## config.mk

```make
export PLATFORM = sky130hd
export DESIGN_NAME = uart_tx_fifo
export DESIGN_NICKNAME = d
export VERILOG_FILES = /design/src/rtl/uart_tx_fifo.sv
export SDC_FILE = /design/constraint.sdc
export NUM_CORES = 1
export LEC_CHECK = 0
export CAP_MARGIN = 20
export CORE_ASPECT_RATIO = 1.5
export CORE_UTILIZATION = 45
export DETAILED_ROUTE_END_ITERATION = 12
export DONT_BUFFER_PORTS = 1
export SYNTH_ARGS = -nofsm -noshare
export SYNTH_HDL_FRONTEND = slang
export SYNTH_SLANG_ARGS = --single-unit
export TNS_END_PERCENT = 1
```

## constraint.sdc

```tcl
create_clock -name clk -period 2.4 [get_ports clk]
set_clock_uncertainty 0.1 [all_clocks]
set_input_delay 0.6 -clock clk [delete_from_list [all_inputs] [get_ports clk]]
set_output_delay 0.6 -clock clk [all_outputs]
set_load 0.01 [all_outputs]
```

## src/rtl/uart_tx_fifo.sv

```systemverilog
// rtl/uart_tx_fifo.sv - byte FIFO feeding a UART transmitter with a held request and an inter-byte gap
module uart_tx_fifo #(
    parameter int DEPTH  = 16,
    parameter int ADDR_W = 4,
    parameter int GAP    = 4
) (
    input  logic              clk,
    input  logic              reset,
    input  logic              wr_en,
    input  logic [7:0]        wr_data,
    output logic              full,
    output logic              empty,
    output logic [ADDR_W:0]   count,
    output logic              overflow,
    output logic [7:0]        tx_data,
    output logic              tx_start,
    input  logic              tx_busy
);

    localparam int GW = (GAP > 0) ? $clog2(GAP + 1) : 1;

    typedef enum logic [1:0] {IDLE, WAIT_ACK, WAIT_DONE} state_t;

    state_t            state, state_next;
    logic [7:0]        mem [DEPTH];
    logic [ADDR_W-1:0] wr_ptr, rd_ptr;
    logic [GW-1:0]     gap_cnt;
    logic              wr_accept, pop, launch, gap_load;
    logic [ADDR_W:0]   count_next;

    // Acceptance uses the registered full flag, so a same-cycle pop never frees a slot.
    assign wr_accept  = wr_en && !full;
    assign count_next = count + (ADDR_W+1)'(wr_accept) - (ADDR_W+1)'(pop);

    always_ff @(posedge clk or posedge reset) begin
        if (reset) state <= IDLE;
        else       state <= state_next;
    end

    always_comb begin
        state_next = state;
        pop        = 1'b0;
        launch     = 1'b0;
        gap_load   = 1'b0;
        case (state)
            IDLE: begin
                if (!empty && !tx_busy && gap_cnt == '0) begin
                    launch     = 1'b1;
                    state_next = WAIT_ACK;
                end
            end
            WAIT_ACK: begin
                if (tx_busy) begin
                    pop        = 1'b1;
                    state_next = WAIT_DONE;
                end
            end
            WAIT_DONE: begin
                if (!tx_busy) begin
                    gap_load   = 1'b1;
                    state_next = IDLE;
                end
            end
            default: state_next = IDLE;
        endcase
    end

    always_ff @(posedge clk) begin
        if (wr_accept) mem[wr_ptr] <= wr_data;
    end

    always_ff @(posedge clk or posedge reset) begin
        if (reset) begin
            wr_ptr   <= '0;
            rd_ptr   <= '0;
            count    <= '0;
            full     <= 1'b0;
            empty    <= 1'b1;
            overflow <= 1'b0;
            tx_data  <= 8'h00;
            tx_start <= 1'b0;
            gap_cnt  <= '0;
        end else begin
            if (wr_accept) wr_ptr <= wr_ptr + 1'b1;
            if (pop)       rd_ptr <= rd_ptr + 1'b1;
            count    <= count_next;
            full     <= (count_next == (ADDR_W+1)'(DEPTH));
            empty    <= (count_next == '0);
            overflow <= wr_en && full;
            if (launch) begin
                tx_data  <= mem[rd_ptr];
                tx_start <= 1'b1;
            end else if (pop) begin
                tx_start <= 1'b0;
            end
            if (gap_load)           gap_cnt <= GW'(GAP);
            else if (gap_cnt != '0) gap_cnt <= gap_cnt - 1'b1;
        end
    end

endmodule

```

==> flow_summary.toml, run 1 <==
[status]
outcome = "completed"

[logic_synthesis]
yosys_register_bits = 158
synth_edf_count = 128
avgSynthCellArea_um2 = 18.87
yosys.area_share.xor_xnor_pct = 1.520
yosysWarnings = 0
syn_area_mm2 = 0.006340
async_flop_share_pct = 18.99
yosysTopAreaCell = "edfxtp_1"
synth_most_common_cell = "edfxtp_1"
synth_cells = 336
netlist_top_cells_count = "128 x edfxtp_1, 32 x mux4_2, 29 x dfrtp_1"
synth_ff_type = "edfxtp_1"
synthMuxAreaShare_pct = 12.79
synth-simple-area-share_pct = 5.289
synth_fa_ha_area_share_pct = 2.684
mappedNetlistNets = 361
netlist.area_leader.share_pct = 60.63
synthTopCellsByArea = "edfxtp_1 61%, dfrtp_1 11%, mux4_2 11%"
ys_seq_area_share_pct = 72.49
synth-compound-area-share_pct = 2.960
ys_types = 40
synth_top_family_by_area = "multiplexers"

[power]
ir_drop_mv = 0.6803
swShare_pct = 30.13
powerDensity_mw_per_mm2 = 1223
p_int_mw = 6.341
p_comb_share_pct = 28.3
p_sw_mw = 2.734
seqPwrFrac_pct = 42.5
p_clk_share_pct = 29.2
leakagePower_nw = 2.630

[global_route]
grtUsageTotal_pct = 18.30
grt_pass1_vias = 3355
grt_max_degree = 31
grt_pass1_wl_um = 19040
grt_overflow = 0
antenna_found_initial = 0

[critical_path]
worstPathMaxFanout = 3
end_kind = "flip-flop"
critPathSlowestCell = "fa_2"
cp_cell_sequence = "nand2b_4 > or2_4 > inv_4 > ha_4 > inv_2 > ha_4 > fa_2 > or3_4 > nor3b_2"
critPathMaxStageDelay_ps = 440
crit_type = "flip-flop to flip-flop"
cp-start-kind = "flip-flop"
critPathArrivalTime_ps = 2620
crit_required_ps = 2650
cpMostUsedCell = "ha_4"

[floorplanning]
io_pins = 29
rows = 52
fp.dieArea_mm2 = 0.01458
coreArea_mm2 = 0.01360
die_x_um = 98.92
start_util_pct = 46.62
die_y_um = 147.4

[flow_run]
maxCapViolCount = 0

[place]
io_buffers = 0
gp_routability_congestion = 0.7603
dp_hpwl_um = 7969

[sta]
max_slew_margin_pct = 64.54
max_freq_mhz = 421.3
setup_viol = 0
fin_tns_setup_ps = 0
drv_slew = 0
whs_ps = 48.07
fin_crit_ps = 2374
rsz0062_at_grt = "true"
layout_worst_path_cycle_share_pct = 98.90
hold_violations = 0
worstMarginPinSlew_ps = 531.9

[detailed_routing]
ant_nets = 0
vias_per_cell = 5.609
dr.pass1.iters = 4
via_count = 3085
totalWireLength_um = 11910
drc = 0
wire_per_inst_um = 21.66
drt_iter0_drc = 140

[clocking]
clkTransAtPathRegs_ps = 60
clock_latency_ps = 420
clock_path_buffers = 2
cts_buffers = 17
htreeDepth = 4
postCtsHoldBufs = 0
clock-root-buffer = "clkbuf_16"
cts_tree = "built"
clock_sinks = 158

[finish]
fill_cells = 1036
final_util_pct = 54.58
syn_to_final_growth_pct = 17.07
drive_above_1_share_pct = 29.38
n_antenna_cell = 0
final_nets = 400

[worst_hold_path]
min-delay-path-class = "primary input to async pin"
[state kept, by name (all words and copies together), names as in the netlist]
register / cells
count: 5
empty: 1
full: 1
gap_cnt: 3
mem: 128
overflow: 1
rd_ptr: 4
state: 2
tx_data: 8
tx_start: 1
wr_ptr: 4
[stage by stage]
step                      total power [mW]  worst slack, ps  cells  area, um^2
after global routing                 9.575           -38.54    550        7422
final                                9.075            26.38    550        7422
after detailed placement             6.447           -209.4    517        6805
after CTS                            9.201           -17.83    550        7422
after global placement               6.364           -146.6    517        6805
after floorplan                      5.684           -112.4    336        6390
[layout make-up]
cell class                 instances  area, um^2  share of cell area [%]
clock inverter                    13       153.9                   2.074
sequential                       158        4597                   61.94
multi-input combinational        150        1664                   22.42
timing repair buffer              33       310.3                   4.181
inverter                          15       61.31                  0.8260
clock buffer                      19       432.9                   5.833
tap                              162       202.7                   2.731
[routing by layer]
metal  up-vias  wire, um  part of all wire (%)  GRT usage (%)
li1       1399         -                     -              -
met1      1630      5005                    42          22.44
met2        43      6454                    54          31.43
met3        13       303                   2.5          4.870
met4         0       148                   1.2          6.045
met5         -         0                     0              0
[power groups by stage]
| stage | clock, mW | combinational (mW) | sequential, mW |
|---|---|---|---|
| floorplan | 0 | 1.91 | 3.78 |
| global placement | 0 | 2.47 | 3.89 |
| detailed placement | 0 | 2.53 | 3.92 |
| CTS | 2.70 | 2.63 | 3.87 |
| global route | 2.81 | 2.85 | 3.92 |
| finish | 2.65 | 2.57 | 3.86 |
[worst paths after layout]
kind	start	end	slack (ps)	depth (start not counted)
max in group asynchronous	reset	empty	1830	2
min	reset	overflow	50	2
min in group clk	wr_data[2]	mem[4][2]	170	0
min reg2reg	rd_ptr[2]	rd_ptr[2]	440	1
max reg2reg	state[1]	full	30	9
max	state[1]	full	30	9
[cell usage in the layout (no fill, tap or decap), types with 2 or more instances in the layout]
cell	instances
o311ai_0	5
bufinv_16	2
o21ai_0	3
buf_4	28
a22oi_1	7
dfrtp_1	28
clkinvlp_4	4
buf_12	5
inv_6	4
a21oi_1	4
nor3_1	5
ha_1	10
mux4_2	32
nand2b_4	2
ha_4	2
clkinv_4	2
clkbuf_1	2
and2_1	17
clkbuf_16	17
mux2i_1	9
edfxtp_1	128
nand2_1	17
inv_4	2
nor2_1	3
nand4_1	2
inv_1	12
xnor2_1	9
a21o_1	2
[cells by family after synthesis]
| kind of cell | count (synthesis) |
|---|---|
| xor gates and xnor gates | 11 |
| adders and majority gates | 13 |
| buffers and inverters | 28 |
| and+or+nand+nor | 59 |
| DFF | 158 |
| AOI/OAI and AO/OA | 26 |
| muxes | 41 |
[worst max-delay path, delay by kind of cell (launching register included)]
| family | cells | cell delay [ps] |
|---|---|---|
| DFF | 1 | 380 |
| and+or+nand+nor | 4 | 940 |
| buffers and inverters | 2 | 130 |
| adders and majority gates | 3 | 760 |
[what timing repair did]
action | CTS | global route
resized for setup | 4 | 0
endpoints found under the setup margin | 2 | 2
pin swaps | 5 | 3
buffers inserted | 1 | 0
No activity file was read; power rests on OpenSTA's default activity.
==> run 2: changes to the inputs <==
RECOVER_POWER = 50   (was unset)
==> flow_summary.toml, run 2 (synthesis results as in run 1) <==
[detailed_routing]
totalWireLength_um = 11910
drt_iter0_drc = 134
wire_per_inst_um = 21.65
via_count = 3091
vias_per_cell = 5.620
dr.pass1.iters = 5
ant_nets = 0
drc = 0

[place]
gp_routability_congestion = 0.7603
dp_hpwl_um = 7969
io_buffers = 0

[finish]
fill_cells = 1037
drive_above_1_share_pct = 28.61
final_cell_mix = "128 x edfxtp_1, 32 x mux4_2, 28 x dfrtp_1, 25 x buf_4"
syn_to_final_growth_pct = 16.89
largest_register = "mem"
mostFrequentLayoutCell = "edfxtp_1"
largest_reg_flops = 128
n_antenna_cell = 0
reg.largest.list = "mem (128), tx_data (8), count (5)"
final_nets = 400
final_util_pct = 54.50

[global_route]
antenna_found_initial = 0
grt_pass1_wl_um = 19040
grt_pass1_vias = 3355
grt_max_degree = 31
grtUsageTotal_pct = 18.30
grt_overflow = 0

[critical_path]
crit_required_ps = 2650
end_kind = "flip-flop"
worstPathMaxFanout = 3
cp-start-kind = "flip-flop"
critPathArrivalTime_ps = 2620
reg2reg_depth = 9
r2r_slack_ps = 30
crit_type = "flip-flop to flip-flop"
r2r_end = "full"
r2r_start = "state[1]"

[floorplanning]
coreArea_mm2 = 0.01360
die_y_um = 147.4
die_x_um = 98.92
io_pins = 29
fp.dieArea_mm2 = 0.01458
start_util_pct = 46.62
rows = 52

[worst_hold_path]
min-delay-path-class = "primary input to flip-flop"
min_to = "mem[4][2]"
worstHoldStart = "wr_data[2]"
holdPathStages = 0

[power]
ir_drop_mv = 0.6801
powerDensity_mw_per_mm2 = 1223
leakagePower_nw = 2.618

[sta]
fin_crit_ps = 2372
worstMarginPinSlew_ps = 1708
setup_viol = 0
max_slew_margin_pct = -13.86
layout_worst_path_cycle_share_pct = 98.83
hold_violations = 0
drv_slew = 31
max_freq_mhz = 421.6
rsz0062_at_grt = "true"
whs_ps = 170.0

[clocking]
clock-root-buffer = "clkbuf_16"
clock_sinks = 158
clock_path_buffers = 2
htreeDepth = 4
clkTransAtPathRegs_ps = 70
cts_buffers = 17
clock_latency_ps = 420
cts_tree = "built"

[status]
outcome = "finished, violations left"
violations = "max-capacitance violations, max-slew violations"

[flow_run]
maxCapViolCount = 1
run 2: cell count changes in the layout (fill, tap and decap cells not counted), sizes merged:
cell	change
clkbuf	+3
buf	-3
run 2: repair_timing:
action,in CTS,in global routing
gates resized for setup,4,0
setup buffers,1,0
hold buffers,0,0
gates cloned,0,0
pin swaps,5,3
endpoints found under the setup margin,2,2
run 2: where the power goes:
group          switching, mW  total, mW  internal (mW)
clock network           1.10       2.65           1.55
registers              0.383       3.86           3.47
logic                   1.26       2.55           1.30
total                   2.73       9.06           6.33
run 2: area by class of cell:
cell class                 count  area (um^2)  share of cell area, %
clock inverter                13        153.9                  2.077
sequential                   158         4597                  62.03
tap                          162        202.7                  2.735
timing repair buffer          33        299.0                  4.035
multi-input combinational    150         1664                  22.45
inverter                      15        61.31                 0.8273
clock buffer                  19        432.9                  5.842
run 2: stage by stage:
step | TNS (ps) | total power [mW] | instance area (um^2) | instances | worst slack, ps
after floorplan | -212.2 | 5.684 | 6390 | 336 | -112.4
after global placement | -271.2 | 6.364 | 6805 | 517 | -146.6
after detailed placement | -431.3 | 6.447 | 6805 | 517 | -209.4
after CTS | -17.83 | 9.201 | 7422 | 550 | -17.83
after global routing | -38.54 | 9.561 | 7411 | 550 | -38.54
final | 0 | 9.060 | 7411 | 550 | 28.14
run 2: worst max-delay path, cell delays in order, from the launching register on:
cell      delay [ps]
dfrtp_1          380
nand2b_4         150
or2_4            240
inv_4             70
ha_4             190
inv_2             60
ha_4             130
fa_2             440
or3_4            390
nor3b_2          160
run 2: metal layers:
| layer | track usage (%) | wire (um) | up-vias |
|---|---|---|---|
| met1 | 22.44 | 4945 | 1627 |
| met5 | 0 | 0 | - |
| met4 | 6.045 | 153 | 0 |
| met2 | 31.43 | 6457 | 52 |
| met3 | 4.870 | 348 | 13 |
| li1 | - | - | 1399 |
run 2: worst max path at each step:
stage                  start   end  slack [ps]
floorplan              wr_en  full        -110
global placement       wr_en  full        -150
detailed placement     wr_en  full        -210
CTS                 state[1]  full         -20
global route        state[1]  full         -40
finish              state[1]  full          30
==> run 3: changes to the inputs <==
RECOVER_POWER = unset   (was 50)
clock period = 2.1 ns   (was 2.4 ns; I/O delays follow)
==> flow_summary.toml, run 3 (synthesis results as in run 1) <==
[status]
outcome = "finished, violations left"
violations = "negative setup slack"

[floorplanning]
die_y_um = 147.4
start_util_pct = 46.62
rows = 52
coreArea_mm2 = 0.01360
die_x_um = 98.92
io_pins = 29
fp.dieArea_mm2 = 0.01458

[critical_path]
cpMostUsedCell = "ha_4"
crit_type = "flip-flop to flip-flop"
cp-start-kind = "flip-flop"
worstPathMaxFanout = 2
critPathMaxStageDelay_ps = 430
r2r_slack_ps = -280
crit_required_ps = 2340
cp_cell_sequence = "nand2b_4 > or2_4 > inv_4 > ha_4 > inv_2 > ha_4 > fa_2 > or3_4 > nor3b_2"
critPathBufInv = 2
r2r_start = "state[1]"
r2r_end = "full"
critPathTopFamily = "simple AND/OR/NAND/NOR gates"
reg2reg_depth = 9
critPathArrivalTime_ps = 2610
critPathSlowestCell = "fa_2"
end_kind = "flip-flop"

[sta]
setup_viol = 3
fin_tns_setup_ps = -540.3
fin_crit_ps = 2379
drv_slew = 0
layout_worst_path_cycle_share_pct = 113.3
max_freq_mhz = 420.3
rsz0062_at_grt = "true"
worstMarginPinSlew_ps = 381.5
max_slew_margin_pct = 73.84
hold_violations = 0
fin_ws_ps = -279.5
whs_ps = 101.3

[place]
gp_routability_congestion = 0.7936
io_buffers = 0
preCtsSetupSlack_ps = -499.9
dp_hpwl_um = 8409

[detailed_routing]
via_count = 3066
dr.pass1.iters = 4
drt_iter0_drc = 135
totalWireLength_um = 12250
ant_nets = 0
vias_per_cell = 5.544
drc = 0
wire_per_inst_um = 22.16

[power]
ir_drop_mv = 0.9029
leakagePower_nw = 2.695
seqPwrFrac_pct = 40.5
p_comb_share_pct = 28.6
powerDensity_mw_per_mm2 = 1433
swShare_pct = 29.22
p_sw_mw = 3.157
p_int_mw = 7.647
p_clk_share_pct = 30.8

[global_route]
grt_pass1_wl_um = 19170
grtUsageTotal_pct = 18.47
grt_pass1_vias = 3336
grt_overflow = 0
antenna_found_initial = 0
grt_max_degree = 28

[clocking]
clkTransAtPathRegs_ps = 60
clock_sinks = 158
htreeDepth = 4
clock_latency_ps = 420
cts_tree = "built"
clock-root-buffer = "clkbuf_16"
clock_path_buffers = 2
cts_buffers = 17

[finish]
mostFrequentLayoutCell = "edfxtp_1"
drive_above_1_share_pct = 29.92
final_cell_mix = "128 x edfxtp_1, 32 x mux4_2, 28 x dfrtp_1, 28 x buf_4"
syn_to_final_growth_pct = 18.93
largest_register = "mem"
n_antenna_cell = 0
final_nets = 403
final_util_pct = 55.45
reg.largest.list = "mem (128), tx_data (8), count (5)"
largest_reg_flops = 128

[worst_hold_path]
min_to = "mem[7][5]"
holdPathStages = 0
min-delay-path-class = "primary input to flip-flop"
worstHoldStart = "wr_data[5]"

[flow_run]
maxCapViolCount = 0
==> run 3: cell types whose count changed in the layout (fill, tap and decap cells not counted), sizes merged <==
cell         change
dlygate4sd3      +1
inv              -4
clkinv           +4
clkinvlp         -2
bufinv           +3
clkbuf           -4
buf              +5
==> run 3: worst register-to-register path, delay by kind of cell (launching register included) <==
| kind | cells | cell delay (ps) |
|---|---|---|
| and+or+nand+nor | 4 | 940 |
| adders and majority gates | 3 | 750 |
| DFF | 1 | 370 |
| buffers and inverters | 2 | 130 |
==> run 3: how the worst max path moves through the flow <==
stage / start / endpoint / cells past startpoint
2_1_floorplan: tx_busy / full / 9
4_1_cts: state[1] / full / 9
5_1_grt: state[1] / full / 9
6_report: state[1] / full / 9
3_5_place_dp: tx_busy / full / 9
3_3_place_gp: tx_busy / full / 9
==> run 3: cell type report <==
cell class	instances	area, um^2
Fill cell	1048	6058
Inverter	15	58.81
Tap cell	162	202.7
Clock buffer	18	429.2
Timing Repair Buffer	36	360.3
Clock inverter	14	216.5
Sequential cell	158	4597
Multi-Input combinational cell	150	1675
==> run 3: routing by layer <==
layer / GRT usage (%) / up-vias / wire (um)
met5: 0 / - / 0
met4: 6.567 / 0 / 218
met3: 4.917 / 19 / 403
met2: 32.76 / 52 / 6791
met1: 21.46 / 1599 / 4837
li1: - / 1396 / -
==> run 3: timing repair <==
item,4_1_cts,5_1_grt
gates resized for setup,4,9
hold buffers,1,0
hold endpoints to repair,3,0
buffers inserted,1,0
endpoints found under the setup margin,4,9
pin swaps,6,5
==> run 3: stage by stage <==
| stage | area [um^2] | cells | power, mW |
|---|---|---|---|
| after floorplan | 6372 | 336 | 6.475 |
| after global placement | 6828 | 519 | 7.342 |
| after detailed placement | 6828 | 519 | 7.411 |
| after CTS | 7516 | 553 | 10.79 |
| after global routing | 7540 | 553 | 11.32 |
| final | 7540 | 553 | 10.80 |
==> run 3: power by group through the flow <==
| stage | sequential (mW) | combinational [mW] | clock (mW) |
|---|---|---|---|
| CTS | 4.39 | 3.03 | 3.37 |
| global route | 4.44 | 3.39 | 3.49 |
| detailed placement | 4.44 | 2.97 | 0 |
| finish | 4.38 | 3.09 | 3.33 |
| global placement | 4.42 | 2.92 | 0 |
| floorplan | 4.32 | 2.16 | 0 |
